## src/rtl/mac_accumulator.sv

```systemverilog
// mac_accumulator: saturating signed multiply-accumulate back end with valid/ready handshakes
module mac_accumulator #(
    parameter int ACC_W = 18,
    parameter int CNT_W = 4
) (
    input  logic             clk,
    input  logic             rst_n,
    input  logic             start,
    input  logic [CNT_W-1:0] len,
    input  logic             in_valid,
    output logic             in_ready,
    input  logic [15:0]      p,
    output logic             out_valid,
    input  logic             out_ready,
    output logic [ACC_W-1:0] acc_out,
    output logic             sat,
    output logic             busy
);
    typedef enum logic [1:0] {IDLE, ACCUM, DONE} state_t;
    localparam logic [ACC_W-1:0] ACC_MAX = {1'b0, {(ACC_W-1){1'b1}}};
    localparam logic [ACC_W-1:0] ACC_MIN = {1'b1, {(ACC_W-1){1'b0}}};
    state_t state;
    logic [CNT_W:0] remaining;
    logic [CNT_W:0] len_ext;
    logic [ACC_W:0] sum;
    logic sat_pos;
    logic sat_neg;
    always_comb begin
        len_ext = (len == '0) ? {1'b1, {CNT_W{1'b0}}} : {1'b0, len};
        sum     = {{(ACC_W-15){p[15]}}, p} + {acc_out[ACC_W-1], acc_out};
        // one guard bit: top two bits disagree only on overflow
        sat_pos = ~sum[ACC_W] & sum[ACC_W-1];
        sat_neg = sum[ACC_W] & ~sum[ACC_W-1];
    end
    always_ff @(posedge clk or negedge rst_n) begin
        if (!rst_n) begin
            state     <= IDLE;
            remaining <= '0;
            acc_out   <= '0;
            sat       <= 1'b0;
            in_ready  <= 1'b0;
            out_valid <= 1'b0;
            busy      <= 1'b0;
        end else begin
            case (state)
                IDLE: if (start) begin
                    remaining <= len_ext;
                    acc_out   <= '0;
                    sat       <= 1'b0;
                    in_ready  <= 1'b1;
                    busy      <= 1'b1;
                    state     <= ACCUM;
                end
                ACCUM: if (in_valid) begin
                    acc_out   <= sat_pos ? ACC_MAX : sat_neg ? ACC_MIN : sum[ACC_W-1:0];
                    sat       <= sat | sat_pos | sat_neg;
                    remaining <= remaining - 1'b1;
                    if (remaining == {{CNT_W{1'b0}}, 1'b1}) begin
                        in_ready  <= 1'b0;
                        out_valid <= 1'b1;
                        state     <= DONE;
                    end
                end
                DONE: if (out_ready) begin
                    out_valid <= 1'b0;
                    busy      <= 1'b0;
                    state     <= IDLE;
                end
                default: state <= IDLE;
            endcase
        end
    end
endmodule

```

## config.mk

```make
export PLATFORM = sky130hd
export DESIGN_NAME = mac_accumulator
export DESIGN_NICKNAME = d
export VERILOG_FILES = /design/src/rtl/mac_accumulator.sv
export SDC_FILE = /design/constraint.sdc
export NUM_CORES = 1
export LEC_CHECK = 0
export CORE_AREA = 2 2 86 80
export DETAILED_ROUTE_END_ITERATION = 7
export DIE_AREA = 0 0 88 82
export PLACE_DENSITY = 0.65
export SYNTH_ARGS = -nofsm -noshare
export SYNTH_HDL_FRONTEND = slang
export SYNTH_SLANG_ARGS = --single-unit
```

## constraint.sdc

```tcl
create_clock -name clk -period 2.53 [get_ports clk]
set_input_delay 0.506 -clock clk [delete_from_list [all_inputs] [get_ports clk]]
set_output_delay 0.506 -clock clk [all_outputs]
set_load 0.005 [all_outputs]
```

# After elaboration in Yosys (flattened, before gate mapping)
# Index checks and enable logic that the tools add are counted.
# totals
elab_cells	58
mem_bits_ro	0
regBits	29
inputBits	25
memories	0
mem_bits_rw	0
latch_bits	0
output_inout_bits	22
# op_classes
mux	26
reduce_logical	10
n_lt_le_gt_ge	0
n_div	0
addsub	2
multipliers	0
eq_ne	7
shifts	0
n_bitwise	6
# op_table
op	n
18-bit two-way mux	4
18-bit one-hot mux with 2 select lines	1
16-bit by 18-bit adder with 19-bit output	1
5-bit two-way mux	3
4-bit AND reduction	3
5-bit one-hot mux with 2 select lines	1
1-bit two-way mux	8
2-bit two-way mux	4
2-bit != test, second input constant	4
1-bit one-hot mux with 2 select lines	4
2-bit one-hot mux with 3 select lines	1
3-bit AND reduction	2
2-bit nonzero test	3
5-bit by 1-bit == test with 1-bit output, second input constant	1
5-bit by 1-bit subtractor with 5-bit output, second input constant	1
4-bit logical NOT	1
1-bit bitwise AND	2
2-bit by 1-bit == test with 1-bit output, second input constant	1
2-bit == test, second input constant	1
2-bit logical NOT	1
1-bit inverter	2
1-bit OR	2

# Logic depth before layout (Yosys ltp)
# Gate-level depths: netlist of run 1.
# logic_depth
ltp_word	7
ltp_mapped	12
depth_no_buf	10

# Worst setup path after synthesis of run 1
# No wires, ideal clock.
# synth_timing
path_type	input port to flip-flop
from	in p[0]
to	reg sat
t_arrival_ns	2.636
setup_ns	0.082
cell_stages	11
path_slack_ns	-0.188
required_ns	2.448
path_buffers	1
path_cell_list	ha_1 > inv_1 > fa_1 > and2b_1 > o31ai_1 > a21oi_2 > a31oi_1 > o32a_1 > buf_4 > or3_1 > a31oi_1
# synth_between
elab_chain_len	7
word_cells_on_any_way	9
cone_classes	add/sub (1); mux (2); bitwise (6)
# synth_lines
item	line_no	rtl
start: declaration	12	input logic [15:0] p,
16-bit by 18-bit adder with 19-bit output *	30	sum = {{(ACC_W-15){p[15]}}, p} + {acc_out[ACC_W-1], acc_out};
1-bit inverter	32	sat_pos = ~sum[ACC_W] & sum[ACC_W-1];
1-bit bitwise AND	32	
1-bit OR	56	sat <= sat | sat_pos | sat_neg;
1-bit OR *	56	
1-bit two-way mux *	54	ACCUM: if (in_valid) begin
1-bit one-hot mux with 2 select lines *	45	case (state)
end signal: assignment	56	
end: declaration	16	output logic sat,
# Every way passes the cells marked *; elsewhere a longest branch is shown, timed or not. The select of a mux whose other input is x is not followed.
# A chain may end at the register's enable or synchronous reset.

# Final worst setup path of run 1
# layout_timing
from	in p[7]
to	reg sat
# Same word-level chain as after synthesis.

==> impl_metrics.csv, run 1 <==
group,metric,value,unit
cts,htreeDepth,2,
timing,setup_viol,14,
logic_synthesis,syn_area,2470,um2
timing,rsz0062_at_grt,"true",
floorplanning,dieHeight,82,um
timing,final.period_utilization,102,%
worst_setup_path,cp.depth,10,
worst_setup_path,worst-path-buf-inv,2,
detailed_routing,drt-pass1-iter-count,4,
logic_synthesis,synth_compound_area_share,35.1,%
floorplanning,pin_count,47,
layout,fin_nets,444,
logic_synthesis,async_flop_share,100,%
placement,dp_hpwl,5.44,mm
layout,final_cell_area,4120,um2
run,drv_cap,0,
layout,syn_to_final_growth,66.7,%
floorplanning,die_w,88,um
cts,cts_tree,"built",
outcome,status,"finished with violations",
grt,track_usage,21.7,%
logic_synthesis,synth_warnings,0,
detailed_routing,drc,0,
logic_synthesis,synth_top_area_share,29.4,%
timing,finalWorstSetupSlack,-0.0447,ns
worst_setup_path,critPathSlowestCell,"o31a_4",
placement,portBuffers,46,
detailed_routing,first_iter_violations,209,
worst_setup_path,required,2.75,ns
detailed_routing,route.vias.total,2777,
cts,clkSlewWorstSetupHoldPaths,0.08,ns
worst_setup_path,r2r.worst_path.cells,11,
pwr,vdd_drop_max,0.652,mV
floorplanning,dieArea,7220,um2
layout,diodes,0,
worst_setup_path,crit_fanout,6,
cts,cts_sinks,29,
detailed_routing,wirelength,8.17,mm
pwr,p_leak,0.00173,uW
timing,hold_ws,0.488,ns
cts,clock-root-buffer,"clkbuf_8",
worst_setup_path,cp-start-kind,"input port",
timing,relSlewSlack,56.9,%
worst_setup_path,cp-end-kind,"register",
logic_synthesis,syn_avg_cell_area,8.82,um2
outcome,violations,"setup timing",
layout,final_cell_mix,"buf_4, clkdlybuf4s50_1, dfrtp_1, o21ai_0, a21oi_1",
detailed_routing,detail-route-antenna-nets,0,
detailed_routing,wl_per_cell,16.7,um
timing,slew_viol_final,0,
worst_setup_path,critPathKind,"input port to register",
grt,grt_pass1_wl,12.4,mm
floorplanning,core_area,6340,um2
logic_synthesis,synth_edf_count,0,
placement,pre_cts_slack,-0.655,ns
timing,timing_hold_violations_final,0,
worst_setup_path,max_stage_delay,0.40,ns
logic_synthesis,synth_xor_area_share,3.55,%
layout,final_common_cell,"buf_4",
detailed_routing,avgViaCountPerCell,5.68,
layout,finalCoreUtilization,64.9,%
worst_setup_path,path_delay_family,"compound AO/OA/AOI/OAI gates",
cts,clock_latency,0.29,ns
logic_synthesis,syn_nets,326,
cts,ctsLongestPathBuffers,2,
logic_synthesis,synth_fa_ha_area_share,10.9,%
logic_synthesis,synth_cells,280,
timing,worst_slew_pin_slew,0.647,ns
logic_synthesis,ys_ff_latch,29,
grt,grt_max_degree,30,
logic_synthesis,yosysSeqAreaShare,29.4,%
logic_synthesis,muxShareOfSynthArea,0.811,%
worst_setup_path,cp.arrival,2.79,ns
logic_synthesis,synth.area.top_cells,"dfrtp_1, ha_1, a32o_1, o21ai_0, a21oi_1",
floorplanning,start_util,39.0,%
cts,cts_buffers,5,
cts,cts_hold_buf,0,
timing,layout_min_cycle_time,2.57,ns
placement,dpl-instance-area,3480,um2
pwr,p_per_area,1400,nW/um2
min_path,holdCritPathClass,"register to register",
worst_setup_path,path_cells,"dlygate4sd2_1 > ha_4 > a21o_1 > a21oi_2 > o21a_2 > a211oi_4 > o31a_4 > buf_6 > or3_1 > a31oi_1",
logic_synthesis,synth_top_area_cell,"dfrtp_1",
grt,antenna_found_initial,0,
grt,grt_pass1_vias,2673,
min_path,hold_path_depth,1,
logic_synthesis,synth-simple-area-share,13.8,%
logic_synthesis,synth_top_family_by_area,"compound AO/OA/AOI/OAI gates",
grt,overflow,0,
logic_synthesis,synth_cell_types,58,
timing,finClkSkew,0.00940,ns
layout,drive_above_1_share,35.3,%
logic_synthesis,ys.flop_type,"dfrtp_1",
placement,gp_congestion,0.927,
timing,timing.fmax,388,MHz
floorplanning,core.rowCount,28,
worst register-to-register path: stages (launching register included):
cell,delay [ns]
dfrtp_1,0.39
ha_4,0.15
inv_2,0.03
fa_2,0.33
and2b_1,0.23
o31ai_2,0.08
a21oi_2,0.17
a31oi_2,0.11
o32a_1,0.40
buf_6,0.15
or3_1,0.30
a31oi_1,0.13
power by group:
group | total (uW) | switching, uW | internal, uW
Combinational | 4340 | 1990 | 2360
Sequential | 914 | 240 | 674
Clock | 507 | 212 | 295
layer usage:
| metal | wire (um) | vias to the layer above | global-route usage (%) |
|---|---|---|---|
| met1 | 3830 | 1357 | 29.6 |
| met4 | 107 | 0 | 7.23 |
| li1 | - | 1322 | - |
| met5 | 0 | - | 0 |
| met3 | 375 | 16 | 4.02 |
| met2 | 3860 | 82 | 34.5 |
Yosys cell counts (all sizes together), types with 2 or more instances:
cell type / count
inv: 14
nor2: 16
a21oi: 23
o211ai: 2
a31oi: 3
xor2: 4
o22ai: 2
ha: 20
nor3: 8
o31ai: 14
nand3: 5
nor2b: 3
clkbuf: 7
o21a: 5
and2: 3
a21o: 5
dfrtp: 29
o21bai: 2
mux2i: 2
nand2: 13
a32o: 14
nor4: 3
nand2b: 3
buf: 8
o31a: 2
a221o: 3
xnor2: 6
o21ai: 32
a211oi: 4
and3: 5
nand4b: 2
timing repair:
item,CTS,global route
endpoints found under the setup margin,19,18
cloned,0,3
gates resized for setup,49,29
setup buffers,7,3
pin swaps,15,7
layout make-up:
class	count	area, um2
well taps	90	113
flip-flops and latches	29	726
repair buffers	126	1140
inverters	15	56.3
multi-input cells	221	1970
clock inverters	3	46.3
clock buffers	5	68.8
fillers	512	2220
flip-flops by register name, summed over array words and instances, names as in the netlist:
name,cells
busy,1
in_ready,1
state,2
remaining,5
sat,1
out_valid,1
acc_out,18
per-stage QoR:
stage / setup TNS [ns] / power [uW] / instances
2_1_floorplan: -0.0332 / 2900 / 280
3_3_place_gp: -10.71 / 4210 / 468
3_5_place_dp: -11.07 / 4260 / 468
4_1_cts: -0.00301 / 5190 / 483
5_1_grt: -1.13 / 6170 / 489
6_report: -0.269 / 5770 / 489
cell families (layout without fill, tap and decap cells):
logic type      count (synthesis)  count (layout)
fa+ha+maj                      21              21
xor+xnor                       10              10
simple gates                   64              64
buf+inv                        30             149
flops                          29              29
compound gates                124             124
mux                             2               2
path summary, 6_finish.rpt:
kind                       slack (ns)                       end              startpoint
min in group asynchronous        0.61  remaining[3]$_DFFE_PN0P_                   rst_n
hold / removal                   0.49          busy$_DFFE_PN0P_    state[1]$_DFFE_PN0P_
max in group asynchronous        1.63    acc_out[1]$_DFFE_PN0P_                   rst_n
setup reg to reg                -0.01           sat$_DFFE_PN0P_  acc_out[0]$_DFFE_PN0P_
setup / recovery                -0.04           sat$_DFFE_PN0P_                    p[7]
hold reg to reg                  0.49          busy$_DFFE_PN0P_    state[1]$_DFFE_PN0P_
Power figures use the tool's default switching activity.
==> run 2, diff against run 1 <==
Settings changed: CAP_MARGIN from default to 5.
==> results of run 2 <==
No change in the layout: final DEF, timing and power equal those of run 1.
